### src/rtl/regfile_burst_arbiter_if.sv
`default_nettype none
// ============================================================================
//  Module   : regfile_burst_arbiter_if
//  Purpose  : Bundles the two requester channels (A, B) and the status
//             outputs of regfile_burst_arbiter into one interface.
//  Ports    : a_*/b_* : req/we/addr/len/wdata (requester -> arbiter)
//                       gnt/ack/rvalid/rdata  (arbiter -> requester)
//             sel, cnt, busy : owner select, beat index, burst in progress
//  Modports : master = requester side, slave = arbiter side
//  Revision : 1.0 - initial release
// ============================================================================
interface regfile_burst_arbiter_if #(
  parameter int DW = 8,
  parameter int AW = 4,
  parameter int LW = 3
);
  logic          a_req;
  logic          a_we;
  logic [AW-1:0] a_addr;
  logic [LW-1:0] a_len;
  logic [DW-1:0] a_wdata;
  logic          a_gnt;
  logic          a_ack;
  logic          a_rvalid;
  logic [DW-1:0] a_rdata;

  logic          b_req;
  logic          b_we;
  logic [AW-1:0] b_addr;
  logic [LW-1:0] b_len;
  logic [DW-1:0] b_wdata;
  logic          b_gnt;
  logic          b_ack;
  logic          b_rvalid;
  logic [DW-1:0] b_rdata;

  logic          sel;
  logic [LW-1:0] cnt;
  logic          busy;

  modport master (
    output a_req, a_we, a_addr, a_len, a_wdata,
    output b_req, b_we, b_addr, b_len, b_wdata,
    input  a_gnt, a_ack, a_rvalid, a_rdata,
    input  b_gnt, b_ack, b_rvalid, b_rdata,
    input  sel, cnt, busy
  );

  modport slave (
    input  a_req, a_we, a_addr, a_len, a_wdata,
    input  b_req, b_we, b_addr, b_len, b_wdata,
    output a_gnt, a_ack, a_rvalid, a_rdata,
    output b_gnt, b_ack, b_rvalid, b_rdata,
    output sel, cnt, busy
  );
endinterface
`default_nettype wire

### src/rtl/regfile_burst_arbiter.sv
`default_nettype none
// ============================================================================
//  Module   : regfile_burst_arbiter
//  Purpose  : 2**AW x DW register array shared by requesters A and B under
//             round-robin arbitration. Each grant runs a burst of len+1
//             read or write beats at consecutive (wrapping) addresses.
//  Ports    : clk  - clock, rising edge
//             rst  - asynchronous reset, active-high
//             bus  - regfile_burst_arbiter_if.slave (requester channels,
//                    sel/cnt/busy status)
//  Revision : 1.0 - initial release
// ============================================================================
module regfile_burst_arbiter #(
  parameter int DW = 8,
  parameter int AW = 4,
  parameter int LW = 3
) (
  input  logic                   clk,
  input  logic                   rst,
  regfile_burst_arbiter_if.slave bus
);

  typedef enum logic [0:0] {
    S_IDLE  = 1'b0,
    S_BURST = 1'b1
  } state_t;

  state_t        r_state;
  state_t        w_state_nxt;

  logic          r_sel;      // 1 = A owns the array
  logic          r_we;
  logic          r_ptr;      // 1 = A wins a tie next time
  logic [AW-1:0] r_base;
  logic [LW-1:0] r_len;
  logic [LW-1:0] r_cnt;
  logic          r_a_rvalid;
  logic          r_b_rvalid;
  logic [DW-1:0] r_a_rdata;
  logic [DW-1:0] r_b_rdata;
  logic [DW-1:0] r_mem [0:(2**AW)-1];

  logic          w_win;
  logic          w_win_a;
  logic          w_first;
  logic          w_last;
  logic          w_wr;
  logic [AW-1:0] w_addr;

  // Address arithmetic is AW bits wide, so base+cnt wraps naturally.
  assign w_addr  = r_base + AW'(r_cnt);
  assign w_first = (r_cnt == '0);
  assign w_last  = (r_cnt == r_len);
  assign w_wr    = (r_state == S_BURST) && r_we;

  // --------------------------------------------------------------------------
  // Next-state and beat outputs
  // --------------------------------------------------------------------------
  always_comb begin
    w_state_nxt = r_state;
    w_win       = 1'b0;
    w_win_a     = 1'b0;
    bus.a_gnt   = 1'b0;
    bus.a_ack   = 1'b0;
    bus.b_gnt   = 1'b0;
    bus.b_ack   = 1'b0;
    bus.busy    = 1'b0;
    case (r_state)
      S_IDLE: begin
        if (bus.a_req || bus.b_req) begin
          w_win       = 1'b1;
          // A wins alone, or on a tie when the pointer favours it.
          w_win_a     = bus.a_req && (!bus.b_req || r_ptr);
          w_state_nxt = S_BURST;
        end
      end
      S_BURST: begin
        bus.busy  = 1'b1;
        bus.a_ack = r_sel;
        bus.b_ack = !r_sel;
        bus.a_gnt = r_sel && w_first;
        bus.b_gnt = !r_sel && w_first;
        if (w_last) begin
          w_state_nxt = S_IDLE;
        end
      end
      default: w_state_nxt = S_IDLE;
    endcase
  end

  always_ff @(posedge clk or posedge rst) begin
    if (rst) begin
      r_state <= S_IDLE;
    end else begin
      r_state <= w_state_nxt;
    end
  end

  // --------------------------------------------------------------------------
  // Burst context, beat counter and registered read returns
  // --------------------------------------------------------------------------
  always_ff @(posedge clk or posedge rst) begin
    if (rst) begin
      r_sel      <= 1'b0;
      r_we       <= 1'b0;
      r_ptr      <= 1'b1;
      r_base     <= '0;
      r_len      <= '0;
      r_cnt      <= '0;
      r_a_rvalid <= 1'b0;
      r_b_rvalid <= 1'b0;
      r_a_rdata  <= '0;
      r_b_rdata  <= '0;
    end else begin
      r_a_rvalid <= 1'b0;
      r_b_rvalid <= 1'b0;
      if (w_win) begin
        r_sel  <= w_win_a;
        r_we   <= w_win_a ? bus.a_we   : bus.b_we;
        r_base <= w_win_a ? bus.a_addr : bus.b_addr;
        r_len  <= w_win_a ? bus.a_len  : bus.b_len;
        r_cnt  <= '0;
        r_ptr  <= !w_win_a;
      end
      if (r_state == S_BURST) begin
        r_cnt <= w_last ? '0 : r_cnt + LW'(1);
        // rdata of the non-owner is left untouched so it holds.
        if (!r_we) begin
          if (r_sel) begin
            r_a_rvalid <= 1'b1;
            r_a_rdata  <= r_mem[w_addr];
          end else begin
            r_b_rvalid <= 1'b1;
            r_b_rdata  <= r_mem[w_addr];
          end
        end
      end
    end
  end

  // Storage is not reset; reset forces IDLE, which blocks further writes.
  always_ff @(posedge clk) begin
    if (w_wr) begin
      r_mem[w_addr] <= r_sel ? bus.a_wdata : bus.b_wdata;
    end
  end

  assign bus.sel      = r_sel;
  assign bus.cnt      = r_cnt;
  assign bus.a_rvalid = r_a_rvalid;
  assign bus.a_rdata  = r_a_rdata;
  assign bus.b_rvalid = r_b_rvalid;
  assign bus.b_rdata  = r_b_rdata;

endmodule
`default_nettype wire

### src/flat_wrapper.sv
// flat-port wrapper written by rule: the top's interface ports become plain ports
module regfile_burst_arbiter_flat 
#(
  parameter int DW = 8,
  parameter int AW = 4,
  parameter int LW = 3
)
  (clk, rst, bus_a_req, bus_a_we, bus_a_addr, bus_a_len, bus_a_wdata, bus_b_req, bus_b_we, bus_b_addr, bus_b_len, bus_b_wdata, bus_a_gnt, bus_a_ack, bus_a_rvalid, bus_a_rdata, bus_b_gnt, bus_b_ack, bus_b_rvalid, bus_b_rdata, bus_sel, bus_cnt, bus_busy);
  regfile_burst_arbiter_if #(.DW(DW), .AW(AW), .LW(LW)) bus_i ();
  input  logic clk;
  input  logic rst;
  input wire logic [$bits(bus_i.a_req)-1:0] bus_a_req;
  input wire logic [$bits(bus_i.a_we)-1:0] bus_a_we;
  input wire logic [$bits(bus_i.a_addr)-1:0] bus_a_addr;
  input wire logic [$bits(bus_i.a_len)-1:0] bus_a_len;
  input wire logic [$bits(bus_i.a_wdata)-1:0] bus_a_wdata;
  input wire logic [$bits(bus_i.b_req)-1:0] bus_b_req;
  input wire logic [$bits(bus_i.b_we)-1:0] bus_b_we;
  input wire logic [$bits(bus_i.b_addr)-1:0] bus_b_addr;
  input wire logic [$bits(bus_i.b_len)-1:0] bus_b_len;
  input wire logic [$bits(bus_i.b_wdata)-1:0] bus_b_wdata;
  output wire logic [$bits(bus_i.a_gnt)-1:0] bus_a_gnt;
  output wire logic [$bits(bus_i.a_ack)-1:0] bus_a_ack;
  output wire logic [$bits(bus_i.a_rvalid)-1:0] bus_a_rvalid;
  output wire logic [$bits(bus_i.a_rdata)-1:0] bus_a_rdata;
  output wire logic [$bits(bus_i.b_gnt)-1:0] bus_b_gnt;
  output wire logic [$bits(bus_i.b_ack)-1:0] bus_b_ack;
  output wire logic [$bits(bus_i.b_rvalid)-1:0] bus_b_rvalid;
  output wire logic [$bits(bus_i.b_rdata)-1:0] bus_b_rdata;
  output wire logic [$bits(bus_i.sel)-1:0] bus_sel;
  output wire logic [$bits(bus_i.cnt)-1:0] bus_cnt;
  output wire logic [$bits(bus_i.busy)-1:0] bus_busy;
  assign bus_i.a_req = bus_a_req;
  assign bus_i.a_we = bus_a_we;
  assign bus_i.a_addr = bus_a_addr;
  assign bus_i.a_len = bus_a_len;
  assign bus_i.a_wdata = bus_a_wdata;
  assign bus_i.b_req = bus_b_req;
  assign bus_i.b_we = bus_b_we;
  assign bus_i.b_addr = bus_b_addr;
  assign bus_i.b_len = bus_b_len;
  assign bus_i.b_wdata = bus_b_wdata;
  assign bus_a_gnt = bus_i.a_gnt;
  assign bus_a_ack = bus_i.a_ack;
  assign bus_a_rvalid = bus_i.a_rvalid;
  assign bus_a_rdata = bus_i.a_rdata;
  assign bus_b_gnt = bus_i.b_gnt;
  assign bus_b_ack = bus_i.b_ack;
  assign bus_b_rvalid = bus_i.b_rvalid;
  assign bus_b_rdata = bus_i.b_rdata;
  assign bus_sel = bus_i.sel;
  assign bus_cnt = bus_i.cnt;
  assign bus_busy = bus_i.busy;
  regfile_burst_arbiter #(.DW(DW), .AW(AW), .LW(LW)) u_core (.clk(clk), .rst(rst), .bus(bus_i));
endmodule
### config.mk
export PLATFORM = sky130hd
export DESIGN_NAME = regfile_burst_arbiter_flat
export DESIGN_NICKNAME = d
export VERILOG_FILES = /design/src/rtl/regfile_burst_arbiter_if.sv /design/src/rtl/regfile_burst_arbiter.sv /design/src/flat_wrapper.sv
export SDC_FILE = /design/constraint.sdc
export NUM_CORES = 1
export LEC_CHECK = 0
export CAP_MARGIN = 20
export CORE_UTILIZATION = 45
export CTS_CLUSTER_SIZE = 25
export DETAILED_ROUTE_END_ITERATION = 10
export DONT_BUFFER_PORTS = 1
export PLACE_DENSITY = 0.69
export SLEW_MARGIN = 30
export SYNTH_ARGS = -nofsm -noshare
export SYNTH_HDL_FRONTEND = slang
export SYNTH_SLANG_ARGS = --single-unit
export TNS_END_PERCENT = 10
### constraint.sdc
create_clock -name clk -period 9.1 [get_ports clk]
set_input_delay 1.365 -clock clk [delete_from_list [all_inputs] [get_ports clk]]
set_output_delay 1.365 -clock clk [all_outputs]
set_load 0.005 [all_outputs]
Word-level counts from Yosys, hierarchy flattened --
Memories as Yosys holds them, arrays and structs flattened. Cells that the tools add are included.
Cells by class: reduce and logical (&&, ||, !) cells 13, bitwise logic cells 3, add/sub/neg operators 2, mux-type cells 26, equality and inequality tests 1
Operators by type and width (count):
- $mux W1 | 19
- $mux W3 | 4
- $mux W8 | 1
- $reduce_and A3 Y1 | 2
- $add A4 B3 Y4 | 1
- $logic_and A1 B1 Y1 | 4
- $mux W4 | 1
- $add A3 B1 Y3 const B | 1
- $eq A3 B3 Y1 | 1
- $logic_not A1 Y1 | 3
- $logic_not A3 Y1 | 1
- $not A1 Y1 | 3
- $logic_or A1 B1 Y1 | 2
- $pmux W1 S2 | 1
- $reduce_bool A2 Y1 | 1
Word-level totals: word-level logic and storage cells 57, bits of input ports 36, output and inout bits 27, memories kept 1, RAM bits 128, flip-flop bits (word level) 32
Memory list:
- u_core.r_mem | words 16, bits a word 8, rd ports 1, clocked after Yosys merged registers in 0, wr ports 1, RTL line regfile_burst_arbiter.sv:41 | logic [DW-1:0] r_mem [0:(2**AW)-1];

Logic depth before layout (Yosys ltp) --
depth after elaboration 6, mapped depth 7, gate-level depth less buffers 6

Worst setup path before layout --
Ideal clock, no wire load.
kind reg2reg, start register u_core.r_cnt[0] (netlist: u_core.bus.cnt[0]), end memory u_core.r_mem[1][0] (enable), path slack 6047 ps, data required time 8705 ps, stages on the path, launching flop included 7, library setup time 395 ps, path buffers 1, period minus slack after synthesis 3053 ps, data arrival time 2659 ps, cells stage by stage dfrtp_1 > ha_1 > fa_1 > xor2_4 > buf_6 > or2_2 > nor4_1
Between the ends: cells in the longest elaborated chain, start to end 1
Ends and longest elaborated chain:
- from (decl) | RTL line regfile_burst_arbiter.sv:36 | logic [LW-1:0] r_cnt;
- from (signal assigned) | RTL line regfile_burst_arbiter.sv:126 | r_cnt <= w_last ? '0 : r_cnt + LW'(1);
- $add A4 B3 Y4 | RTL line regfile_burst_arbiter.sv:51 | assign w_addr = r_base + AW'(r_cnt);
- to (decl) | RTL line regfile_burst_arbiter.sv:41
No other way between the ends.

Worst setup path after layout --
start register u_core.r_cnt[0] (netlist: u_core.bus.cnt[0]), end memory u_core.r_mem[15][7] (enable)
The elaborated chain is that of the path after synthesis.

==> results by group <==
Detailed routing
  – Via count of the routed design: approximately 3400
  – Initial drt markers: ~330
  – Post-route DRC: 0
  – Drt total wl: 13170 um
  – Pre-antenna DRT Iters: 4
  – Vias/cell: about 6.0
  – Routed wire per std cell: 23.14 um
  – Post-route ant nets: 0

Global routing
  – Total gr overflow: 0
  – First-pass GRT wire length: just under 20000 um
  – Vias in the first global route: approximately 3300
  – Grt met3 use: 0.04705
  – Most heavily used metal layer in global routing: met2
  – Met2 Resource Use GR: 0.2867
  – Largest net degree at the start of global routing: 37
  – Global Route met1 Usage: 0.2504
  – GRT Util Overall: 0.1846
  – Initial antenna violation count: 0

CTS
  – Number of clock sinks: 160
  – Clock root cell: clkbuf_16
  – Post-CTS setup repair buffer count: 0
  – Worst-case clock buffer depth: 2
  – TritonCTS clock tree: yes
  – CTS buffer count: 17
  – Cts repair resizes: 0
  – Clock transition at path regs: ~60 ps
  – Post-cts hold buffer count: 0
  – Clock Latency Late Sink: between 400 and 500 ps
  – CTS H-tree depth: 4

Power
  – Cell Pwr Density: approximately 400 nW/um^2
  – Lkg Pwr: approximately 2.7 nW
  – VDD IR max: between 150 and 200 uV

Status
  – Status: finished clean

Setup path
  – Req. time, crit path: 9150 ps
  – CP Launch Type: flop
  – Depth of the most critical reg-to-reg path: 5
  – Max FO, Critical Path: 25
  – Kind of cell adding the most delay to the critical path: simple AND/OR/NAND/NOR gates
  – CP max stage delay: between 700 and 800 ps
  – Worst-path cell chain: ha_4 -> fa_1 -> buf_4 -> nand3_1 -> nor3_2
  – Arrival time at the worst endpoint: between 3000 and 4000 ps
  – Setup CP Type: flop to flop
  – WP depth: 5
  – Worst path buffer plus inverter count: 1
  – Critical-path top delay cell: nor3_2
  – Crit. End Element: flop

Place
  – Port Buffers: 0
  – Routability cong.: approximately 0.8
  – Area after DPL: between 6000 and 7000 um^2
  – Hpwl dp: 8699 um

Floorplanning
  – Row count: 44
  – Height of the die: approximately 120 um
  – CORE AREA: between 10000 and 15000 um^2
  – IO Count: 63
  – Initial core utilization: 0.4584
  – Die Area: about 15000 um^2
  – Die X: about 120 um

STA
  – Peak Freq: between 300 and 400 MHz
  – Final Skew: between 8 and 9 ps
  – Max_slew headroom: 0.4757
  – Tcrit/Tclk final: 0.3422
  – Final hold vios: 0
  – Slew @ Worst Pin: 782.2 ps
  – Setup TNS: 0 ps
  – Final critical-path required period: 3114 ps
  – Final setup violation count: 0
  – Slew Limit Fails: 0
  – Unrepaired setup endpoints after global routing: false

Finish
  – FILL cells: 1126
  – Multi-input gate area: between 1500 and 2000 um^2
  – Final instance area: 7413 um^2
  – Area Overhead vs Synth: 11.69%
  – Layout cell share with drive strength beyond 1: 0.1922
  – Register area: between 4000 and 5000 um^2
  – Diodes inserted: 0
  – Layout net count: 416

Worst hold path
  – Worst min-delay path class: flop to flop
  – Cell count of the worst hold path: 2

Yosys
  – Post-synth ARST share: 0.2000
  – Synth warn: 0
  – Cells after synthesis: between 300 and 400
  – Post-Syn Area per Cell: approximately 18 um^2
  – Synth unique cells: 42
  – Main flop type after synthesis: edfxtp_1
  – FF+latch count, synth: between 150 and 200
  – Sequential area share after synthesis: 0.6999
  – Post-Syn Area: between 6000 and 7000 um^2
  – Post-synth EDFFs: roughly 130
  – Synthesized Nets: ~400

Job
  – Number of max-cap violations: 0
power breakdown:
group	switching (mW)	internal, mW
clock	0.270	0.398
sequential	0.0952	0.974
combinational	0.689	0.484
tightest hold or removal path, cell delays in order, from the launching register on:
cell and delay (ps):
dfrtp_1 370, nand2_1 60, o221ai_1 60
cell usage after synthesis (2+ instances only):
cell / number / area [um^2]
edfxtp_1: 128 / 3844
dfrtp_1: 31 / 775.7
nand2_1: 25 / 93.84
mux4_1: 17 / 446.7
inv_1: 16 / 60.06
mux2i_1: 16 / 160.2
o221ai_1: 16 / 140.1
mux4_2: 15 / 337.8
nor3_1: 10 / 50.05
mux2_2: 8 / 90.09
nor4_1: 8 / 50.05
a222oi_1: 7 / 70.07
buf_6: 6 / 67.56
nor2_1: 6 / 22.52
ha_1: 5 / 62.56
a21o_1: 4 / 30.03
buf_4: 4 / 30.03
nand2b_1: 4 / 25.02
o21ai_0: 4 / 20.02
nand3_1: 3 / 15.01
o21ai_1: 3 / 15.01
xor2_1: 3 / 26.28
buf_2: 2 / 10.01
clkbuf_1: 2 / 7.510
per-layer routing:
layer | wire length, um | up-vias | share of wire
li1 | - | 1499 | -
met1 | 5661 | 1725 | 0.43
met2 | 6254 | 145 | 0.47
met3 | 1010 | 18 | 0.077
met4 | 243 | 0 | 0.018
met5 | 0 | - | 0
state kept, by name (all words and copies together) (netlist names):
signal	flops
u_core.bus.cnt	3
u_core.r_len	3
u_core.bus.b_rdata	8
u_core.bus.sel	1
u_core.r_ptr	1
u_core.bus.a_rvalid	1
u_core.bus.a_rdata	8
u_core.r_we	1
u_core.r_state	1
u_core.r_mem	128
u_core.bus.b_rvalid	1
u_core.r_base	4
logic make-up after synthesis:
group | Yosys count | share of synthesized area
flip-flops | 160 | 0.6999
AND/OR/NAND/NOR | 61 | 0.04355
multiplexers | 56 | 0.1559
AO/OA/AOI/OAI | 41 | 0.05033
buffers and inverters | 33 | 0.02978
adder cells (fa/ha/maj) | 6 | 0.01244
XOR/XNOR | 4 | 0.008107
metrics by stage:
step | utilization | power, mW | hold slack (ps) | instances | setup WS [ps]
after floorplan | - | 1.987 | 478.1 | 361 | 6047
after global placement | 0.4704 | 2.217 | 503.3 | 539 | 5707
after detailed placement | 0.4732 | 2.265 | 505.9 | 539 | 5708
after CTS | 0.5113 | 2.932 | 522.6 | 569 | 5745
after global routing | 0.5120 | 3.067 | 543.1 | 569 | 5815
final | 0.5120 | 2.912 | 521.6 | 569 | 5986
area by class of cell:
cell class | count | area share
clock buffers | 19 | 0.05840
clock inverters | 11 | 0.01603
inverters | 17 | 0.008608
multi-input cells | 168 | 0.2491
flip-flops and latches | 160 | 0.6267
well taps | 184 | 0.03105
repair buffers | 10 | 0.01013
final timing paths:
kind / to / start / slack (ps)
max: u_core.r_mem[15][7] / u_core.bus.cnt[0] / 5990
min: u_core.bus.b_rdata[3] / u_core.bus.b_rdata[3] / 520
max reg2reg: u_core.r_mem[15][7] / u_core.bus.cnt[0] / 5990
min reg2reg: u_core.bus.b_rdata[3] / u_core.bus.b_rdata[3] / 520
max in group asynchronous: u_core.r_base[2] / rst / 7750
min in group asynchronous: u_core.bus.a_rdata[1] / rst / 920
cell usage in the layout, fill, tap and decap left out, drive strengths merged, types with 2 or more instances in the layout:
cell,synthesis,routed
nand3,3,3
ha,5,5
clkbuf,2,19
clkinvlp,0,2
or2,2,2
a222oi,7,7
mux2,8,8
buf,14,10
nand2,25,25
mux4,32,32
inv,17,17
nor3,10,10
nor2,6,6
a21o,4,4
nor4,8,8
clkinv,0,7
mux2i,16,16
o21ai,7,7
xor2,4,4
nand2b,4,4
o221ai,16,16
dfrtp,31,31
edfxtp,128,128
bufinv,0,2
No activity file was read; power rests on OpenSTA's default activity.
